### src/rtl/counter_tick_gen.sv
// counter_tick_gen: turns raw run/stop and single-step push-buttons into a
// clean one-cycle count-enable pulse (Tick) for the 4-bit up counter.
// Buttons are synchronised, debounced and edge-detected; a two-state
// run/stop machine either lets a prescaler pace Tick or passes step presses.
module counter_tick_gen #(
  parameter int DIV        = 50_000_000,
  parameter int DEB_CYCLES = 1_000_000
) (
  input  logic clk_50M,
  input  logic Reset,
  input  logic Btn_run,
  input  logic Btn_step,
  output logic Tick,
  output logic Running
);

  localparam int DW = (DEB_CYCLES > 1) ? $clog2(DEB_CYCLES) : 1;
  localparam int CW = (DIV > 1) ? $clog2(DIV) : 1;
  localparam logic [DW-1:0] DEB_LAST = DW'(DEB_CYCLES - 1);
  localparam logic [CW-1:0] CNT_LAST = CW'(DIV - 1);

  // Bit 0 carries the run/stop button, bit 1 the step button.
  localparam int RUN_IDX  = 0;
  localparam int STEP_IDX = 1;

  typedef enum logic {
    STOP = 1'b0,
    RUN  = 1'b1
  } state_t;

  logic [1:0]    raw;
  logic [1:0]    s1;
  logic [1:0]    s2;
  logic [1:0]    deb;
  logic [1:0]    deb_d;
  logic [1:0]    press;
  logic [DW-1:0] deb_cnt [2];
  logic [CW-1:0] cnt;
  state_t        state;
  logic          press_run;
  logic          press_step;

  assign raw        = {Btn_step, Btn_run};
  assign press_run  = press[RUN_IDX];
  assign press_step = press[STEP_IDX];

  // Two-flop synchroniser bringing both asynchronous buttons into clk_50M.
  always_ff @(posedge clk_50M) begin
    if (!Reset) begin
      s1 <= '0;
      s2 <= '0;
    end else begin
      s1 <= raw;
      s2 <= s1;
    end
  end

  // Debouncer: accept a new level only after DEB_CYCLES consecutive mismatches.
  always_ff @(posedge clk_50M) begin
    if (!Reset) begin
      deb <= '0;
      for (int i = 0; i < 2; i++) begin
        deb_cnt[i] <= '0;
      end
    end else begin
      for (int i = 0; i < 2; i++) begin
        if (s2[i] != deb[i]) begin
          if (deb_cnt[i] == DEB_LAST) begin
            deb[i]     <= s2[i];
            deb_cnt[i] <= '0;
          end else begin
            deb_cnt[i] <= deb_cnt[i] + 1'b1;
          end
        end else begin
          deb_cnt[i] <= '0;
        end
      end
    end
  end

  // Registered rising-edge detect: one-cycle press pulse per accepted press.
  always_ff @(posedge clk_50M) begin
    if (!Reset) begin
      deb_d <= '0;
      press <= '0;
    end else begin
      deb_d <= deb;
      press <= deb & ~deb_d;
    end
  end

  // Run/stop machine with prescaler; run press outranks both step and terminal count.
  always_ff @(posedge clk_50M) begin
    if (!Reset) begin
      state   <= STOP;
      cnt     <= '0;
      Tick    <= 1'b0;
      Running <= 1'b0;
    end else begin
      Tick <= 1'b0;
      case (state)
        STOP: begin
          cnt <= '0;
          if (press_run) begin
            state   <= RUN;
            Running <= 1'b1;
          end else if (press_step) begin
            Tick <= 1'b1;
          end
        end
        RUN: begin
          if (press_run) begin
            state   <= STOP;
            Running <= 1'b0;
            cnt     <= '0;
          end else if (cnt == CNT_LAST) begin
            cnt  <= '0;
            Tick <= 1'b1;
          end else begin
            cnt <= cnt + 1'b1;
          end
        end
        default: begin
          state   <= STOP;
          Running <= 1'b0;
          cnt     <= '0;
        end
      endcase
    end
  end

endmodule

### config.mk
export PLATFORM = sky130hd
export DESIGN_NAME = counter_tick_gen
export DESIGN_NICKNAME = d
export VERILOG_FILES = /design/src/rtl/counter_tick_gen.sv
export SDC_FILE = /design/constraint.sdc
export NUM_CORES = 1
export LEC_CHECK = 0
export ABC_AREA = 0
export BUFFER_PORTS_ARGS = -buffer_cell sky130_fd_sc_hd__clkbuf_2
export CORE_ASPECT_RATIO = 2
export CORE_UTILIZATION = 60
export CTS_CLUSTER_DIAMETER = 40
export DETAILED_ROUTE_END_ITERATION = 6
export PLACE_DENSITY_LB_ADDON = 0.25
export SLEW_MARGIN = 10
export SYNTH_ARGS = -nofsm -noshare
export SYNTH_HDL_FRONTEND = slang
export SYNTH_SLANG_ARGS = --single-unit
### constraint.sdc
create_clock -name clk_50M -period 2.5 [get_ports clk_50M]
set_clock_uncertainty 0.2 [all_clocks]
set_input_delay 0.125 -clock clk_50M [delete_from_list [all_inputs] [get_ports clk_50M]]
set_output_delay 0.125 -clock clk_50M [all_outputs]
set_load 0.1 [all_outputs]
==> results.toml <==
[clocking]
clock_latency_ps = 330
root_buffer = "clkbuf_16"
cts_sinks = 79
htree_num_levels = 3
clk_pin_slew_worst_paths_ps = 60
cts_tree = "built"
cts_inserted_buffers = 9
cts_buffer_depth = 2
postCtsResizedCells = 0

[power]
sw_frac_of_total = 0.193
p_leak_uw = 0.00149
power_frac_comb = 0.024
p_sw_uw = 552
power_uw = 2860
seq_power_share = 0.498
p_int_uw = 2310
clkPwrFrac = 0.478
ir_drop_v = 0.000631
power.density_mw_per_mm2 = 643

[yosys]
ys_ff_latch = 79
avgSynthCellArea_um2 = 9.83
yosysMostFrequentCell = "nor2_1"
synthTopCellsByArea = "edfxtp_1 (31%), dfxtp_1 (20%), nor2_1 (4.2%)"
synth_common_cells = "nor2_1 (43), edfxtp_1 (40), dfxtp_1 (39)"
synth_top_area_share = 0.313
async_flop_share = 0
syn_inst = 390
yosys_most_used_dff = "edfxtp_1"
synth_enable_flop_cells = 40
netlist_area_mm2 = 0.00383
ys_seq_area_frac = 0.517
synth_cell_types = 42
synth_top_area_cell = "edfxtp_1"
ys_warn_count = 0

[timing]
rsz0062_at_grt = "no"
fin_hold_ws_ps = 181
setup_violations = 0
period_minus_slack_ps = 2320
layout_setup_ws_ps = 176
fin_tns_setup_ps = 0
min_period_over_period = 0.929
slew_headroom = 0.632
worst_pin_slew_ps = 554
fmax_mhz = 430
slew_viol_final = 0
finalHoldViolCount = 0

[floorplanning]
coreArea_mm2 = 0.00611
start_util = 0.628
io_pins = 6
die_h_um = 115
die_area_mm2 = 0.00673
rows = 40
die_x_um = 58.5

[outcome]
status = "finished, final reports clean"

[worst_setup_path]
path_buf_inv = 0
critPathTopFamily = "simple AND/OR/NAND/NOR gates"
crit_arrival_ps = 2390
r2r_setup_slack_ps = 180
crit_required_ps = 2570
endpoint_kind = "flip-flop"
crit_fanout = 13
cp-start-kind = "flip-flop"
crit_chain = "ha_1 -> nand2_1 -> or4_4 -> or4_1 -> a21oi_1"
crit_slowest_cell = "or4_4"
setup.worst_path.class = "flip-flop to flip-flop"
crit_path_max_incr_delay_ps = 610

[global_route]
grt_max_degree = 20
grt_util_all_layers = 0.237
gr-total-overflow = 0
grt_pass1_wl_um = 12200
grt_pass1_vias = 3017
antenna_found_initial = 0

[place]
place_ws_ps = 208
place_congestion = 0.840
hpwl_um = 5040
io_buffers = 5

[finish]
final_util = 0.728
n_antenna_cell = 0
fillers = 474
final_nets = 450
drive_above_1_share = 0.0673
areaGrowthSynthToFinish_pct = 15.9

[drt]
firstDrtPassIters = 5
dr_total_vias = 2964
ant_nets = 0
wire_per_inst_um = 13.4
drt_iter0_drc = 125
wl_um = 7100
viasPerCell = 5.59
remaining_drc_errors = 0

[worst_hold_path]
worst_hold_path_type = "flip-flop to flip-flop"

[flow_run]
maxCapViolCount = 0
flip-flops by register name (all words and copies together) (netlist names):
signal and flops:
state 1, s1 2, s2 2, deb_d 2, Running 1, Tick 1, press 2, cnt 26
deb_cnt 40, deb 2
placed cells by master (no fill, tap or decap), types with 3 or more instances in the layout:
cell | netlist | routed
or4_1 | 14 | 14
dlygate4sd3_1 | 0 | 3
inv_1 | 15 | 15
and2_1 | 8 | 8
nand2_1 | 23 | 23
nand3_1 | 23 | 23
nor4b_1 | 3 | 3
nand4_1 | 12 | 12
and3_1 | 8 | 8
a21oi_1 | 29 | 29
clkbuf_16 | 0 | 10
buf_4 | 1 | 4
clkbuf_2 | 0 | 5
nor2_1 | 43 | 43
nor3_1 | 6 | 6
nor4_1 | 8 | 8
ha_1 | 5 | 5
dfxtp_1 | 39 | 39
or3_1 | 17 | 17
xnor2_1 | 16 | 16
edfxtp_1 | 40 | 40
o31ai_1 | 12 | 12
xor2_1 | 18 | 18
o21ai_0 | 16 | 16
and4_1 | 4 | 4
conb_1 | 1 | 40
stage by stage:
stage	std cells	cell area [um2]
floorplan	429	3980
global placement	511	4090
detailed placement	511	4090
CTS	530	4440
global route	530	4440
finish	530	4440
power groups by stage:
stage          combinational (uW)  sequential, uW  clock (uW)
2_1_floorplan                50.5            1440           0
3_3_place_gp                 60.8            1450           0
3_5_place_dp                 61.9            1450           0
4_1_cts                      66.9            1420        1400
5_1_grt                      79.6            1430        1450
6_report                     69.2            1420        1370
layer usage:
| metal | wire [um] | track usage |
|---|---|---|
| met1 | 2860 | 0.236 |
| met2 | 3870 | 0.437 |
| met3 | 178 | 0.0450 |
| met4 | 178 | 0.143 |
| met5 | 0 | 0 |
layout make-up:
type                    instances  area, um2  area share
clock inverters                 2       35.0     0.00789
flip-flops and latches         79       1980       0.446
inverters                      15       56.3      0.0127
repair buffers                 12       85.1      0.0191
well taps                      84        105      0.0237
multi-input cells             324       1890       0.426
clock buffers                  14        285      0.0642
final timing paths:
check | start | to | cells after the start
worst max-delay path | cnt[0] | cnt[24] | 5
worst min-delay path | deb_d[0] | press[0] | 1
worst max register to register | cnt[0] | cnt[24] | 5
worst min register to register | deb_d[0] | press[0] | 1
kinds of logic (layout without fill, tap and decap cells):
group           count (synthesis)  after routing  synth area share
compound gates                 65             65             0.101
xor+xnor                       34             34            0.0777
fa+ha+maj                       5              5            0.0163
buf+inv                        26             43            0.0271
flops                          79             79             0.517
other cells                     1             40          0.000978
simple gates                  180            180             0.260
timing repair:
action	4_1_cts	5_1_grt
hold endpoints to repair	6	0
hold buffers	3	0
buffers inserted	0	0
Power figures use the tool's default switching activity.
